**config.mk**
```make
export PLATFORM = sky130hd
export DESIGN_NAME = fetch_stage_flat
export DESIGN_NICKNAME = d
export VERILOG_FILES = /design/src/rtl/fetch_stage_if.sv /design/src/rtl/fetch_stage.sv /design/src/flat_wrapper.sv
export SDC_FILE = /design/constraint.sdc
export NUM_CORES = 1
export LEC_CHECK = 0
export ABC_AREA = 0
export CAP_MARGIN = 20
export CORE_MARGIN = 2
export CORE_UTILIZATION = 30
export DETAILED_ROUTE_END_ITERATION = 10
export HOLD_SLACK_MARGIN = 0.12
export MAX_ROUTING_LAYER = met4
export PLACE_DENSITY_LB_ADDON = 0.12
export SYNTH_ARGS = -nofsm -noshare
export SYNTH_HDL_FRONTEND = slang
export SYNTH_SLANG_ARGS = --single-unit
```
**constraint.sdc**
```tcl
create_clock -name clk -period 3.9 [get_ports clk]
set_input_delay 0.39 -clock clk [delete_from_list [all_inputs] [get_ports clk]]
set_output_delay 0.39 -clock clk [all_outputs]
set_load 0.01 [all_outputs]
```
**src/rtl/fetch_stage_if.sv**
```systemverilog
// Fetch-stage bundle: D-stage redirect controls, instruction-memory port and F/D register outputs.
// master = fetch_stage, slave = surrounding pipeline / instruction memory.
interface fetch_stage_if;
    localparam int unsigned XLEN  = 32;
    localparam int unsigned EXC_W = 5;

    logic            stall;
    logic [1:0]      npc_sel;
    logic [15:0]     d_imm16;
    logic [25:0]     d_instr_index;
    logic [XLEN-1:0] d_rs_value;
    logic [XLEN-1:0] i_addr;
    logic [XLEN-1:0] i_instr;
    logic [XLEN-1:0] d_instr;
    logic [XLEN-1:0] d_pc;
    logic            d_valid;
    logic            d_exc;
    logic [EXC_W-1:0] d_exc_code;

    modport master (
        input  stall, npc_sel, d_imm16, d_instr_index, d_rs_value, i_instr,
        output i_addr, d_instr, d_pc, d_valid, d_exc, d_exc_code
    );

    modport slave (
        output stall, npc_sel, d_imm16, d_instr_index, d_rs_value, i_instr,
        input  i_addr, d_instr, d_pc, d_valid, d_exc, d_exc_code
    );
endinterface

```
**src/rtl/fetch_stage.sv**
```systemverilog
// MIPS-style fetch stage: PC register, next-PC selection and F/D pipeline register.
// Optional fetch address checking (AdEL) enabled by defining FETCH_ADDR_CHECK_EN.
module fetch_stage (
    input logic           clk,
    input logic           reset,
    fetch_stage_if.master fif
);
    localparam int unsigned XLEN  = 32;
    localparam int unsigned EXC_W = 5;

    localparam logic [XLEN-1:0] RESET_PC = 32'h0000_3000;
    localparam logic [XLEN-1:0] PC_STEP  = 32'h0000_0004;

    localparam logic [1:0] NPC_SEQ = 2'b00;
    localparam logic [1:0] NPC_BR  = 2'b01;
    localparam logic [1:0] NPC_J   = 2'b10;
    localparam logic [1:0] NPC_JR  = 2'b11;

    logic [XLEN-1:0] f_pc;
    logic [XLEN-1:0] d_pc_q;
    logic [XLEN-1:0] d_instr_q;
    logic            d_valid_q;

    logic [XLEN-1:0] seq_pc_c;
    logic [XLEN-1:0] br_off_c;
    logic [XLEN-1:0] br_target_c;
    logic [XLEN-1:0] j_target_c;
    logic [XLEN-1:0] next_pc_c;
    logic [XLEN-1:0] capture_instr_c;

    // Redirect targets are all relative to the instruction sitting in D, not F.
    always_comb begin
        seq_pc_c    = f_pc + PC_STEP;
        br_off_c    = {{14{fif.d_imm16[15]}}, fif.d_imm16, 2'b00};
        br_target_c = d_pc_q + PC_STEP + br_off_c;
        j_target_c  = {d_pc_q[31:28], fif.d_instr_index, 2'b00};
        next_pc_c   = seq_pc_c;
        case (fif.npc_sel)
            NPC_SEQ: next_pc_c = seq_pc_c;
            NPC_BR:  next_pc_c = br_target_c;
            NPC_J:   next_pc_c = j_target_c;
            NPC_JR:  next_pc_c = fif.d_rs_value;
            default: next_pc_c = seq_pc_c;
        endcase
    end

`ifdef FETCH_ADDR_CHECK_EN
    localparam logic [XLEN-1:0]  IMEM_LO  = 32'h0000_3000;
    localparam logic [XLEN-1:0]  IMEM_HI  = 32'h0000_6FFC;
    localparam logic [EXC_W-1:0] EXC_ADEL = 5'd4;

    logic             fault_c;
    logic             d_exc_q;
    logic [EXC_W-1:0] d_exc_code_q;

    // A faulting fetch still occupies the D slot so the exception can be taken there.
    always_comb begin
        fault_c         = (f_pc[1:0] != 2'b00) || (f_pc < IMEM_LO) || (f_pc > IMEM_HI);
        capture_instr_c = fault_c ? '0 : fif.i_instr;
    end

    always_ff @(posedge clk) begin
        if (reset) begin
            d_exc_q      <= 1'b0;
            d_exc_code_q <= '0;
        end else if (!fif.stall) begin
            d_exc_q      <= fault_c;
            d_exc_code_q <= fault_c ? EXC_ADEL : '0;
        end
    end

    assign fif.d_exc      = d_exc_q;
    assign fif.d_exc_code = d_exc_code_q;
`else
    always_comb begin
        capture_instr_c = fif.i_instr;
    end

    assign fif.d_exc      = 1'b0;
    assign fif.d_exc_code = '0;
`endif

    // Delay slot is never squashed: the F/D capture ignores npc_sel entirely.
    always_ff @(posedge clk) begin
        if (reset) begin
            f_pc      <= RESET_PC;
            d_instr_q <= '0;
            d_pc_q    <= RESET_PC;
            d_valid_q <= 1'b0;
        end else if (!fif.stall) begin
            f_pc      <= next_pc_c;
            d_instr_q <= capture_instr_c;
            d_pc_q    <= f_pc;
            d_valid_q <= 1'b1;
        end
    end

    assign fif.i_addr  = f_pc;
    assign fif.d_instr = d_instr_q;
    assign fif.d_pc    = d_pc_q;
    assign fif.d_valid = d_valid_q;
endmodule
```
**src/flat_wrapper.sv**
```systemverilog
// flat-port wrapper written by rule: the top's interface ports become plain ports
module fetch_stage_flat 
  (clk, reset, fif_stall, fif_npc_sel, fif_d_imm16, fif_d_instr_index, fif_d_rs_value, fif_i_instr, fif_i_addr, fif_d_instr, fif_d_pc, fif_d_valid, fif_d_exc, fif_d_exc_code);
  fetch_stage_if fif_i ();
  input logic clk;
  input logic reset;
  input wire logic [$bits(fif_i.stall)-1:0] fif_stall;
  input wire logic [$bits(fif_i.npc_sel)-1:0] fif_npc_sel;
  input wire logic [$bits(fif_i.d_imm16)-1:0] fif_d_imm16;
  input wire logic [$bits(fif_i.d_instr_index)-1:0] fif_d_instr_index;
  input wire logic [$bits(fif_i.d_rs_value)-1:0] fif_d_rs_value;
  input wire logic [$bits(fif_i.i_instr)-1:0] fif_i_instr;
  output wire logic [$bits(fif_i.i_addr)-1:0] fif_i_addr;
  output wire logic [$bits(fif_i.d_instr)-1:0] fif_d_instr;
  output wire logic [$bits(fif_i.d_pc)-1:0] fif_d_pc;
  output wire logic [$bits(fif_i.d_valid)-1:0] fif_d_valid;
  output wire logic [$bits(fif_i.d_exc)-1:0] fif_d_exc;
  output wire logic [$bits(fif_i.d_exc_code)-1:0] fif_d_exc_code;
  assign fif_i.stall = fif_stall;
  assign fif_i.npc_sel = fif_npc_sel;
  assign fif_i.d_imm16 = fif_d_imm16;
  assign fif_i.d_instr_index = fif_d_instr_index;
  assign fif_i.d_rs_value = fif_d_rs_value;
  assign fif_i.i_instr = fif_i_instr;
  assign fif_i_addr = fif_i.i_addr;
  assign fif_d_instr = fif_i.d_instr;
  assign fif_d_pc = fif_i.d_pc;
  assign fif_d_valid = fif_i.d_valid;
  assign fif_d_exc = fif_i.d_exc;
  assign fif_d_exc_code = fif_i.d_exc_code;
  fetch_stage u_core (.clk(clk), .reset(reset), .fif(fif_i));
endmodule
```
# Word-level counts from Yosys, hierarchy flattened

Index checks and enable logic that the tools add are counted.

$add $sub $neg: 3
Reduce and logical (&&, ||, !) cells: 1
Equality and inequality tests: 3
Mux-type cells: 1

Operators with widths:

| cell                                                 | number |
|---|---|
| one-hot mux 32 bit (4 select lines)                  | 1 |
| adder 32 x 3 -> 32 bit (second input constant)       | 2 |
| adder 32 bit                                         | 1 |
| equality test 2 bit (second input constant)          | 2 |
| equality test 2 x 1 -> 1 bit (second input constant) | 1 |
| zero test 2 bit                                      | 1 |

Flip-flop bits (word level): 97
Input port bits: 111
Word-level logic and storage cells: 12

# Logic depth before layout (Yosys ltp)

Gate-level depths: netlist (run 1).

Depth after elaboration: 3
Depth in mapped cells: 13
Gate-level depth less buffers: 13

# Worst setup path before layout (run 1)

Ideal clock, no wire load.

Path kind: input to register
Start point: input fif_d_imm16[15]
End point: register u_core.f_pc[31], in the netlist u_core.fif.i_addr[31]
Cell stages on the path: 10
Data arrival time: 2768 ps
Slack: 1059 ps
Cells stage by stage: ha_1 ha_1 buf_6 a21oi_4 o21ai_2 o41a_1 a211o_1 a221o_1 or4_1 o211ai_2

Longest elaborated chain between the ends: 2

RTL lines:

| item                                | RTL line          | source |
|---|---|---|
| from (decl)                         | flat_wrapper.sv:9 | `input wire logic [$bits(fif_i.d_imm16)-1:0] fif_d_imm16;` |
| adder 32 bit                        | fetch_stage.sv:35 | `br_target_c = d_pc_q + PC_STEP + br_off_c;` |
| one-hot mux 32 bit (4 select lines) | fetch_stage.sv:38 | `case (fif.npc_sel)` |
| to (signal assigned)                | fetch_stage.sv:91 | `f_pc <= next_pc_c;` |
| to (decl)                           | fetch_stage.sv:19 | `logic [XLEN-1:0] f_pc;` |

No other way between the ends.
A chain may end at the register's enable or synchronous reset.

# Worst setup path after layout (run 1)

Start point: input fif_d_imm16[2]
End point: register u_core.f_pc[22], in the netlist u_core.fif.i_addr[22]

Same word-level chain as after synthesis.

==> results.tsv, run 1 <==
stage	metric	value	unit
drt	vias after detailed routing	6802	
synthesis	#FFs+latches synth	97	
timing	Setup TNS	0	ns
die	IO Pins	214	
timing	Fin. Hold Viols	0	
synthesis	top_reg_cell synth	dfxtp_1	
timing	Max-slew headroom	27.9	%
synthesis	Post-Syn Area	6730	sq um
final_layout	Total Nets Final	1173	
min_path	worst hold path class	input port to flip-flop	
drt	Via-to-Cell Ratio	5.28	
synthesis	Async SR Flop Fraction	0	%
timing	Max Clock Skew	0.00986	ns
worst_setup_path	worst stage delay on the critical path	0.47	ns
timing	Final setup viols	0	
status	status	complete, no violations	
synthesis	EDFF count, synth	0	
worst_setup_path	Slowest-stage cell, CP	a211oi_1	
global_route	largest net degree at the start of global routing	79	
worst_setup_path	Critical path buffers and inverters	2	
synthesis	post-synthesis sequential area ratio	28.8	%
worst_setup_path	Crit Path Class	input port to flip-flop	
worst_setup_path	Critical Path Source Type	input port	
clocking	worst-skew pair later-pin latency	0.37	ns
pwr	Peak VDD IR	0.000188	V
clocking	cts hold-fix bufs	0	
drt	Initial DRC Count	433	
global_route	gr ovfl total	0	
drt	DR pass1 iterations	5	
final_layout	Register Area	1940	sq um
worst_setup_path	Largest delay share family, worst path	compound AO/OA/AOI/OAI gates	
worst_setup_path	crit path DAT	3.65	ns
synthesis	Syn Area/Cell	8.37	sq um
drt	average routed wire per standard cell	18.9	um
timing	Pins Over Slew Limit	0	
clocking	Worst-path clk slew	0.08	ns
global_route	total track usage	21.2	%
worst_setup_path	crit-path cells	clkdlybuf4s50_1 -> ha_1 -> ha_1 -> a211oi_1 -> o21ai_0 -> a211oi_1 -> o21ai_0 -> a21oi_1 -> xor2_1 -> o41ai_1 -> buf_4	
clocking	Resize count post-CTS	0	
clocking	total CTS buffers	9	
clocking	clk root buf	clkbuf_16	
die	Initial Util	30.7	%
placement	RePlAce Congestion	0.900	
final_layout	layout cells sized above 1	6.75	%
run	Max-Cap Viols	0	
timing	Tcrit/Tclk final	85.5	%
worst_setup_path	Crit Path Max Fanout	5	
global_route	vias in the first global route	6531	
final_layout	# diodes	0	
final_layout	Multi-input gate area	4510	sq um
die	die width	154	um
pwr	pwr/cell area	311	nW/um^2
placement	# port buffers	207	
synthesis	Distinct cells, synth	68	
clocking	clk buf depth	2	
timing	RSZ-0062 raised after global routing	false	
final_layout	Core Util, Final	43.1	%
final_layout	synthesis-to-finish area growth	40.4	%
placement	Final HPWL DP	18.1	mm
clocking	CTS sink count	97	
clocking	postcts setup bufs	0	
worst_setup_path	Req. time, crit path	4.22	ns
die	Die ar.	23700	sq um
global_route	initial antenna violation count	0	
drt	# DRC	0	
drt	detailed-route wire length	24.4	mm
clocking	htree depth	3	
final_layout	# fillers	2213	
worst_setup_path	critical path capture point type	flip-flop	
global_route	global-route wire length before repair	38.2	mm
synthesis	Cells after Synth	804	
synthesis	Ys Warns	0	
die	Die Y	154	um
clocking	CTS tree	yes	
die	Placeable Area	22000	sq um
timing	fmax	0.300	GHz
pwr	Pleak	3.88	nW
timing	Final min period	3.34	ns
timing	Worst Tran Pin Value	1.07	ns
die	# rows	54	
drt	DRT antenna net count	0	
-- area by class of cell --
class / count / area share (%)
clock buffers: 9 / 2.38
clock inverters: 7 / 1.07
inverters: 22 / 0.873
multi-input cells: 642 / 47.7
flip-flops and latches: 97 / 20.5
well taps: 280 / 3.71
repair buffers: 231 / 23.7
-- through the flow --
| step | power, mW | worst slack (ns) | hold WS, ns | instance area, sq um | cells |
|---|---|---|---|---|---|
| 6_report | 2.95 | 0.564 | 0.460 | 9460 | 1288 |
| 3_5_place_dp | 1.96 | 0.197 | 0.456 | 9130 | 1272 |
| 3_3_place_gp | 1.96 | 0.203 | 0.451 | 9130 | 1272 |
| 5_1_grt | 3.09 | 0.323 | 0.488 | 9460 | 1288 |
| 4_1_cts | 2.97 | 0.563 | 0.465 | 9460 | 1288 |
| 2_1_floorplan | 1.58 | 1.06 | 0.495 | 6750 | 809 |
-- state kept, by name, summed over array words and instances (netlist names) --
signal / count
u_core.fif.d_instr: 32
u_core.fif.d_valid: 1
u_core.fif.i_addr: 32
u_core.fif.d_pc: 32
-- power by group --
part           internal [mW]  switching [mW]  total (mW)  leakage [nW]
clock                  0.520           0.486        1.01         0.155
combinational          0.415           0.393       0.808          2.93
sequential              1.05          0.0785        1.13         0.798
-- synthesized netlist by cell type (all sizes together) (2+ instances only) --
cell / count / area share [%]
and4: 5 / 0.65
a21oi: 55 / 4.3
o21bai: 3 / 0.33
nand4: 16 / 1.5
ha: 58 / 11
o221ai: 3 / 0.39
nand2: 50 / 2.8
nor2: 113 / 6.3
mux4: 7 / 2.3
o21ai: 46 / 3.5
and3: 7 / 0.65
inv: 22 / 1.2
a31oi: 5 / 0.46
nor4: 4 / 0.46
and2: 4 / 0.37
nor3: 19 / 1.4
mux2i: 83 / 12
o221a: 4 / 0.67
or3: 3 / 0.30
nand3: 32 / 2.4
clkbuf: 31 / 1.7
o41ai: 2 / 0.26
a32oi: 4 / 0.52
o31ai: 4 / 0.45
xor2: 17 / 2.2
a221oi: 4 / 0.52
xnor2: 14 / 1.8
a211oi: 12 / 1.3
a21o: 8 / 0.91
o211ai: 6 / 0.74
buf: 17 / 1.4
o21a: 5 / 0.56
o22ai: 3 / 0.28
mux2: 5 / 0.84
a2111oi: 6 / 0.78
dfxtp: 97 / 29
nor4b: 2 / 0.26
nand2b: 5 / 0.46
o2111ai: 2 / 0.26
nor2b: 4 / 0.37
-- cell usage in the layout (no fill, tap or decap), types with 5 or more instances in the layout --
cell               n
dfxtp_1           97
nor3_1            19
ha_1              58
buf_4             25
a21oi_1           54
mux4_2             7
clkdlybuf4s50_1  204
nand4_1           16
clkbuf_16          9
xnor2_1           14
a211oi_1          12
nor2_1           113
xor2_1            17
mux2i_1           83
o211ai_1           5
inv_1             21
mux2_2             5
nand2_1           49
o21ai_0           45
o21a_1             5
a2111oi_0          6
a21o_1             7
nand3_1           32
conb_1             6
nand2b_1           5
and3_1             7
and4_1             5
a31oi_1            5
-- routing by layer --
metal,GRT usage [%],part of all wire [%],vias to the layer above
li1,-,-,3339
met1,28.4,47,3257
met2,34.2,47,189
met3,2.73,5.0,17
met4,5.03,1.2,0
met5,-,0,-
-- path summary, 6_finish.rpt --
path	startpoint	to	slack, ns	cells past startpoint
max reg2reg	u_core.fif.d_pc[4]	u_core.fif.i_addr[22]	0.65	10
min reg2reg	u_core.fif.d_valid	u_core.fif.d_valid	0.47	1
max	fif_d_imm16[2]	u_core.fif.i_addr[22]	0.56	11
min	fif_npc_sel[0]	u_core.fif.i_addr[1]	0.46	3
-- worst reg2reg max path, delay by kind of cell, from the launching register on --
kind / cells / cell delay [ns]
flops: 1 / 0.33
compound gates: 6 / 1.99
buf+inv: 1 / 0.16
fa+ha+maj: 2 / 0.64
xor+xnor: 1 / 0.09
-- kinds of logic (layout without fill, tap and decap cells) --
logic type,after synthesis,count (layout),share of synthesized area (%)
and+or+nand+nor,268,268,18.4
AOI/OAI and AO/OA,183,183,17.7
DFF,97,97,28.8
muxes,95,95,15.5
buffers and inverters,70,269,4.39
adders and majority gates,59,59,11.1
xor gates and xnor gates,31,31,4.03
other,1,6,0.0557
(Power assumes the default switching activity.)
==> inputs of run 2 (changes only) <==
==> constraint.sdc (replaced) <==
create_clock -name clk -period 3.8 [get_ports clk]
set_input_delay 0.38 -clock clk [delete_from_list [all_inputs] [get_ports clk]]
set_output_delay 0.38 -clock clk [all_outputs]
set_load 0.02 [all_outputs]
==> run 2 against run 1 <==
Cell count about the same. Sequential share of layout area up 0.063 points. Power up 1.5%. Critical path depth down 1. Utilization down 0.13 points. Worst setup slack better by 0.0025 ns. Flip-flop and latch count unchanged. Combinational power up 8.4%. Critical path type unchanged. Largest cell class unchanged.
==> results.tsv, run 2 (same netlist as run 1, synthesis figures left out) <==
stage	metric	value	unit	change
status	status	complete, no violations		
worst_setup_path	crit-path cells	clkdlybuf4s50_1 -> buf_4 -> ha_1 -> ha_1 -> a21oi_1 -> nor3_1 -> a211o_1 -> a221o_1 -> or4_1 -> o211ai_2		
clocking	total CTS buffers	9		unchanged
worst_setup_path	Critical Path Start	fif_d_imm16[15]		
pwr	clock share of power	32.0	%	-2.1 points
global_route	initial antenna violation count	0		unchanged
pwr	switching pwr	1.02	mW	+6.4%
worst_setup_path	Critical Path Source Type	input port		
clocking	Resize count post-CTS	0		unchanged
final_layout	Total Nets Final	1173		unchanged
placement	DP Area	9130	sq um	unchanged
timing	Tcrit/Tclk final	85.1	%	
worst_setup_path	Req. time, crit path	4.09	ns	-0.13 ns
worst_setup_path	crit-path most repeated cell	ha_1		
worst_setup_path	CP endpoint	u_core.fif.i_addr[31]		
placement	Final HPWL DP	17.6	mm	-2.5%
drt	# DRC	0		unchanged
timing	Max-slew headroom	34.1	%	+6.1 points
die	Initial Util	30.7	%	unchanged
final_layout	synthesis-to-finish area growth	40.0	%	
worst_setup_path	Reg2Reg Depth	9		-1
final_layout	Finished Layout Cells	1289		+0.078%
die	# rows	54		unchanged
global_route	gr ovfl total	0		unchanged
die	IO Pins	214		unchanged
min_path	worst hold path class	flip-flop to flip-flop		
placement	RePlAce Congestion	0.909		+1.0%
worst_setup_path	Crit Path Max Fanout	8		+3
die	die width	154	um	unchanged
final_layout	layout cells sized above 1	6.75	%	unchanged
placement	# port buffers	207		unchanged
global_route	total track usage	20.6	%	-0.59 points
clocking	clk root buf	clkbuf_16		
die	Die ar.	23700	sq um	unchanged
drt	Initial DRC Count	372		-14%
drt	detailed-route wire length	23.6	mm	-3.5%
worst_setup_path	worst stage delay on the critical path	0.54	ns	+0.07 ns
timing	Final min period	3.23	ns	
run	Max-Cap Viols	0		unchanged
timing	Final setup viols	0		unchanged
timing	RSZ-0062 raised after global routing	false		
timing	fmax	0.309	GHz	
final_layout	most frequent cells in the layout	204 x clkdlybuf4s50_1, 113 x nor2_1, 97 x dfxtp_1		
worst_setup_path	r2r endpoint	u_core.fif.i_addr[22]		
global_route	largest net degree at the start of global routing	79		unchanged
clocking	clk buf depth	2		unchanged
global_route	global-route wire length before repair	37.5	mm	-1.8%
timing	Pins Over Slew Limit	0		unchanged
clocking	htree depth	3		unchanged
worst_setup_path	Worst R2R Setup Slack	0.70	ns	+0.05 ns
pwr	combinational share of power	29.3	%	+1.9 points
timing	Max Clock Skew	0.0101	ns	+0.000196 ns
worst_setup_path	worst r2r src	u_core.fif.d_pc[6]		
pwr	P_int	1.97	mW	-0.82%
clocking	Worst-path clk slew	0.08	ns	about the same
placement	Cells after DPL	1272		unchanged
clocking	postcts setup bufs	0		unchanged
drt	Via-to-Cell Ratio	5.19		-1.8%
worst_setup_path	crit path DAT	3.52	ns	-0.13 ns
drt	average routed wire per standard cell	18.3	um	-3.5%
die	Die Y	154	um	unchanged
worst_setup_path	critical path capture point type	flip-flop		
final_layout	commonest non-fill, non-tap cell in the layout	clkdlybuf4s50_1		
drt	DR pass1 iterations	5		unchanged
final_layout	final instance area	9430	sq um	-0.30%
clocking	worst-skew pair later-pin latency	0.36	ns	about the same
timing	Hold Slack	0.468	ns	+0.00761 ns
worst_setup_path	Slowest-stage cell, CP	clkdlybuf4s50_1		
drt	vias after detailed routing	6685		-1.7%
timing	Fin. Hold Viols	0		unchanged
pwr	Flop pwr share	38.8	%	+0.4 points
timing	Worst Tran Pin Value	0.988	ns	-0.0834 ns
clocking	cts hold-fix bufs	0		unchanged
timing	Setup TNS	0	ns	unchanged
worst_setup_path	Crit Path Class	input port to flip-flop		
drt	DRT antenna net count	0		unchanged
pwr	Pwr Total	2.99	mW	+1.5%
pwr	pwr/cell area	317	nW/um^2	+1.8%
final_layout	# fillers	2233		+0.90%
clocking	CTS tree	yes		
pwr	switching part of the total	34.1	%	+1.6 points
pwr	Peak VDD IR	0.000193	V	+2.8%
die	Placeable Area	22000	sq um	unchanged
global_route	vias in the first global route	6693		+2.5%
clocking	CTS sink count	97		unchanged
pwr	Pleak	3.87	nW	-0.33%
-- run 2: cell types whose count changed in the layout (fill, tap and decap cells not counted), sizes merged --
cell    previous run  this run
inv               24        26
diode              0         1
bufinv             1         0
clkinv             3         2
-- run 2: routing by layer --
| metal | part of all wire, % | track usage, % |
|---|---|---|
| met1 | 47 | 27.5 |
| met2 | 47 | 33.2 |
| met3 | 4.5 | 2.54 |
| met4 | 1.4 | 5.47 |
| met5 | 0 | - |
-- run 2: critical path: cells and delay by family --
kind,cells,cell delay [ns]
AOI/OAI and AO/OA,4,1.08
and+or+nand+nor,2,0.65
buffers and inverters,2,0.76
adders and majority gates,2,0.65
-- run 2: how the worst min path moves through the flow --
stage | start | to | slack [ns] | cells past startpoint
floorplan | fif_i_instr[0] | u_core.fif.d_instr[0] | 0.52 | 2
global placement | u_core.fif.d_valid | u_core.fif.d_valid | 0.45 | 1
detailed placement | u_core.fif.d_valid | u_core.fif.d_valid | 0.46 | 1
CTS | u_core.fif.d_valid | u_core.fif.d_valid | 0.48 | 1
global route | u_core.fif.d_valid | u_core.fif.d_valid | 0.49 | 1
finish | u_core.fif.d_valid | u_core.fif.d_valid | 0.47 | 1
-- run 2: area by class of cell --
class | instances | area [sq um] | area share, %
antenna | 1 | 2.50 | 0.0265
clock buffer | 9 | 225 | 2.39
clock inverter | 7 | 70.1 | 0.743
inverter | 22 | 82.6 | 0.876
multi-input combinational | 642 | 4510 | 47.9
sequential | 97 | 1940 | 20.6
tap | 280 | 350 | 3.72
timing repair buffer | 231 | 2240 | 23.8
-- run 2: per-stage QoR --
stage | util, % | worst slack [ns]
floorplan | - | 0.899
global placement | 41.6 | 0.242
detailed placement | 41.6 | 0.190
CTS | 42.9 | 0.559
global route | 42.9 | 0.311
finish | 42.9 | 0.567
-- run 2: power groups by stage --
stage	clock network, mW	registers, mW	logic (mW)
global placement	0	1.18	0.875
global route	1.02	1.17	0.957
floorplan	0	1.24	0.431
finish	0.956	1.16	0.876
CTS	0.986	1.16	0.881
detailed placement	0	1.18	0.876
==> inputs of run 3 (changes only) <==
ABC_AREA = 1   (was 0)
==> run 3 against run 2 <==
Sequential power barely moved. Routed wire length rose by 24%. Cell area rose by 4.3%. Critical endpoint is now u_core.fif.i_addr[30]. Highest routed layer unchanged.
==> results.tsv, run 3 <==
stage	metric	value	unit	change
global_route	initial antenna violation count	0		unchanged
worst_setup_path	Critical Path Start	fif_d_imm16[15]		
clocking	Worst-path clk slew	0.08	ns	about the same
worst_setup_path	Crit Path Max Fanout	12		+4
final_layout	Total Nets Final	1496		+28%
pwr	switching pwr	1.20	mW	+18%
synthesis	Ys Warns	0		unchanged
worst_setup_path	crit path DAT	3.18	ns	-0.34 ns
worst_setup_path	Slowest-stage cell, CP	clkdlybuf4s50_1		
synthesis	most common cell in the synthesized netlist	nand2_1		
synthesis	Cells after Synth	1136		+41%
min_path	worst hold path depth	4		+3
synthesis	top area cells in the synthesized netlist	dfxtp_1 27%, nand2_1 13%, ha_1 10%		
timing	Fin. Hold Viols	0		unchanged
pwr	Pleak	4.42	nW	+14%
drt	DR pass1 iterations	5		unchanged
timing	Tcrit/Tclk final	76.6	%	-8.5 points
placement	RePlAce Congestion	0.919		+1.1%
synthesis	top cells by count, synth	256 x nand2_1, 154 x nor2_1, 143 x inv_1, 102 x a21oi_1, 99 x o21ai_0		
final_layout	synthesis-to-finish area growth	37.6	%	
drt	Initial DRC Count	482		+30%
pwr	P_int	2.00	mW	+1.4%
die	IO Pins	214		unchanged
placement	# port buffers	207		unchanged
clocking	clk root buf	clkbuf_16		
worst_setup_path	Req. time, crit path	4.07	ns	-0.02 ns
clocking	CTS tree	yes		
worst_setup_path	worst stage delay on the critical path	0.79	ns	+0.25 ns
drt	Via-to-Cell Ratio	4.90		-5.5%
timing	RSZ-0062 raised after global routing	false		
drt	DRT antenna net count	0		unchanged
final_layout	Core Util, Final	42.0	%	-0.92 points
worst_setup_path	Worst R2R Setup Slack	1.11	ns	+0.41 ns
die	Initial Util	30.5	%	-0.12 points
pwr	Peak VDD IR	0.000249	V	+29%
pwr	Flop pwr share	36.9	%	-1.9 points
final_layout	commonest non-fill, non-tap cell in the layout	nand2_1		
pwr	pwr/cell area	325	nW/um^2	+2.5%
worst_setup_path	Critical Path Source Type	input port		
synthesis	post-synthesis sequential area ratio	27.2	%	-1.7 points
synthesis	Post-Syn Area	7150	sq um	+6.2%
timing	Pins Over Slew Limit	0		unchanged
pwr	switching part of the total	37.4	%	+3.4 points
min_path	WHS Endpoint	u_core.fif.d_instr[16]		
clocking	htree depth	3		unchanged
synthesis	top_reg_cell synth	dfxtp_1		
timing	Max-slew headroom	36.9	%	+2.8 points
worst_setup_path	Crit Path Class	input port to flip-flop		
synthesis	Syn Area/Cell	6.29	sq um	-25%
synthesis	#FFs+latches synth	97		unchanged
worst_setup_path	worst r2r src	u_core.fif.d_pc[3]		
timing	Setup TNS	0	ns	unchanged
clocking	worst-skew pair later-pin latency	0.37	ns	about the same
clocking	Resize count post-CTS	0		unchanged
global_route	vias in the first global route	7894		+18%
worst_setup_path	Critical path buffers and inverters	2		unchanged
synthesis	Async SR Flop Fraction	0	%	unchanged
clocking	CTS sink count	97		unchanged
worst_setup_path	Reg2Reg Depth	16		+7
timing	Max Clock Skew	0.0110	ns	+0.000932 ns
die	Placeable Area	23400	sq um	+6.6%
worst_setup_path	crit-path most repeated cell	nand3_1		
timing	Final min period	2.91	ns	-0.323 ns
global_route	global-route wire length before repair	44.6	mm	+19%
clocking	postcts setup bufs	0		unchanged
die	# rows	56		+3.7%
global_route	total track usage	24.3	%	+3.6 points
drt	detailed-route wire length	29.1	mm	+24%
die	die width	158	um	+3.0%
worst_setup_path	Largest delay share family, worst path	buffers and inverters		
synthesis	EDFF count, synth	0		unchanged
timing	fmax	0.344	GHz	+11%
clocking	cts hold-fix bufs	0		unchanged
final_layout	most frequent cells in the layout	256 x nand2_1, 206 x clkdlybuf4s50_1, 154 x nor2_1		
pwr	combinational share of power	33.0	%	+3.7 points
synthesis	biggest area consumer among synthesized cells	dfxtp_1		
global_route	largest net degree at the start of global routing	67		-15%
final_layout	layout cells sized above 1	3.31	%	-3.4 points
synthesis	Distinct cells, synth	41		-40%
status	status	complete, no violations		
drt	# DRC	0		unchanged
final_layout	# diodes	0		-1
worst_setup_path	crit-path cells	clkdlybuf4s50_1 -> ha_1 -> ha_1 -> a21oi_1 -> nand2_1 -> nand2_1 -> nand3_1 -> a21oi_1 -> nand3_1 -> nand3_1 -> nand3_1 -> nand2_1 -> inv_1		
clocking	clk buf depth	2		unchanged
timing	Final setup viols	0		unchanged
worst_setup_path	r2r endpoint	u_core.fif.i_addr[31]		
clocking	total CTS buffers	9		unchanged
placement	Final HPWL DP	23.0	mm	+30%
run	Max-Cap Viols	0		unchanged
worst_setup_path	critical path capture point type	flip-flop		
global_route	gr ovfl total	0		unchanged
die	Die ar.	25100	sq um	+6.0%
synthesis	share of the synthesized area in the top cell type	27.2	%	-1.7 points
drt	average routed wire per standard cell	17.6	um	-3.4%
pwr	clock share of power	30.2	%	-1.8 points
min_path	worst hold path class	input port to flip-flop		
die	Die Y	158	um	+3.0%
drt	vias after detailed routing	8090		+21%
timing	Worst Tran Pin Value	0.945	ns	-0.0429 ns
min_path	min-delay src	fif_stall		
## run 3: cell types whose count changed in the layout (fill, tap and decap cells not counted), moves of 7 or more
| cell | before | now |
|---|---|---|
| nand2_1 | 49 | 256 |
| inv_1 | 21 | 142 |
| mux2i_1 | 83 | 0 |
| o21ai_0 | 45 | 99 |
| a21oi_1 | 54 | 102 |
| nand3_1 | 32 | 74 |
| nor2_1 | 113 | 154 |
| buf_4 | 25 | 11 |
| xnor2_1 | 14 | 2 |
| a211oi_1 | 12 | 1 |
| a221oi_1 | 4 | 13 |
| a22o_1 | 0 | 7 |
| and3_1 | 7 | 0 |
| mux4_2 | 7 | 0 |
## run 3: area by class of cell
class,count,area (sq um)
fill,2588,13600
multi-input combinational,853,4470
timing repair buffer,219,2170
sequential,97,1940
inverter,146,548
tap,319,399
clock buffer,9,225
clock inverter,7,75.1
## run 3: worst register-to-register path: cells and delay by family, from the launching register on
family	cells	cell delay, ns
buffers and inverters	3	0.26
adder cells (fa/ha/maj)	3	0.91
AND/OR/NAND/NOR	10	1.09
flip-flops	1	0.33
## run 3: worst max-delay path by stage
stage | endpoint | slack, ns | depth (start not counted)
2_1_floorplan | u_core.fif.i_addr[31] | 1.51 | 18
3_3_place_gp | u_core.fif.i_addr[24] | 0.49 | 14
3_5_place_dp | u_core.fif.i_addr[24] | 0.53 | 14
4_1_cts | u_core.fif.i_addr[24] | 0.91 | 14
5_1_grt | u_core.fif.i_addr[30] | 0.60 | 13
6_report | u_core.fif.i_addr[30] | 0.89 | 13
## run 3: cells by family (layout without fill, tap and decap cells)
kind of cell | count (synthesis) | in the layout | synth area share [%]
AO/OA/AOI/OAI | 243 | 243 | 18.9
XOR/XNOR | 17 | 17 | 2.08
flip-flops | 97 | 97 | 27.2
buffers and inverters | 191 | 381 | 10.5
other | 1 | 6 | 0.0525
adder cells (fa/ha/maj) | 59 | 59 | 10.4
AND/OR/NAND/NOR | 528 | 528 | 30.8
## run 3: per-layer routing
layer | up-vias | part of all wire, % | track usage [%]
li1 | 4109 | - | -
met1 | 3729 | 45 | 30.2
met2 | 223 | 47 | 40.4
met3 | 29 | 6.3 | 5.58
met4 | 0 | 1.6 | 5.06
met5 | - | 0 | -
## run 3: power groups by stage
stage               logic (mW)  registers, mW  clock network [mW]
floorplan                0.504           1.26                   0
global placement          1.05           1.20                   0
detailed placement        1.05           1.20                   0
CTS                       1.05           1.18               0.999
global route              1.17           1.19                1.03
finish                    1.05           1.18               0.964
## run 3: stage by stage
| step | power, mW | hold WS [ns] | cell area (sq um) | setup WS [ns] | std cells |
|---|---|---|---|---|---|
| 2_1_floorplan | 1.77 | 0.527 | 7170 | 1.51 | 1141 |
| 3_3_place_gp | 2.25 | 0.451 | 9510 | 0.491 | 1633 |
| 3_5_place_dp | 2.25 | 0.468 | 9510 | 0.528 | 1633 |
| 4_1_cts | 3.23 | 0.490 | 9810 | 0.912 | 1649 |
| 5_1_grt | 3.39 | 0.400 | 9830 | 0.596 | 1650 |
| 6_report | 3.20 | 0.396 | 9830 | 0.889 | 1650 |
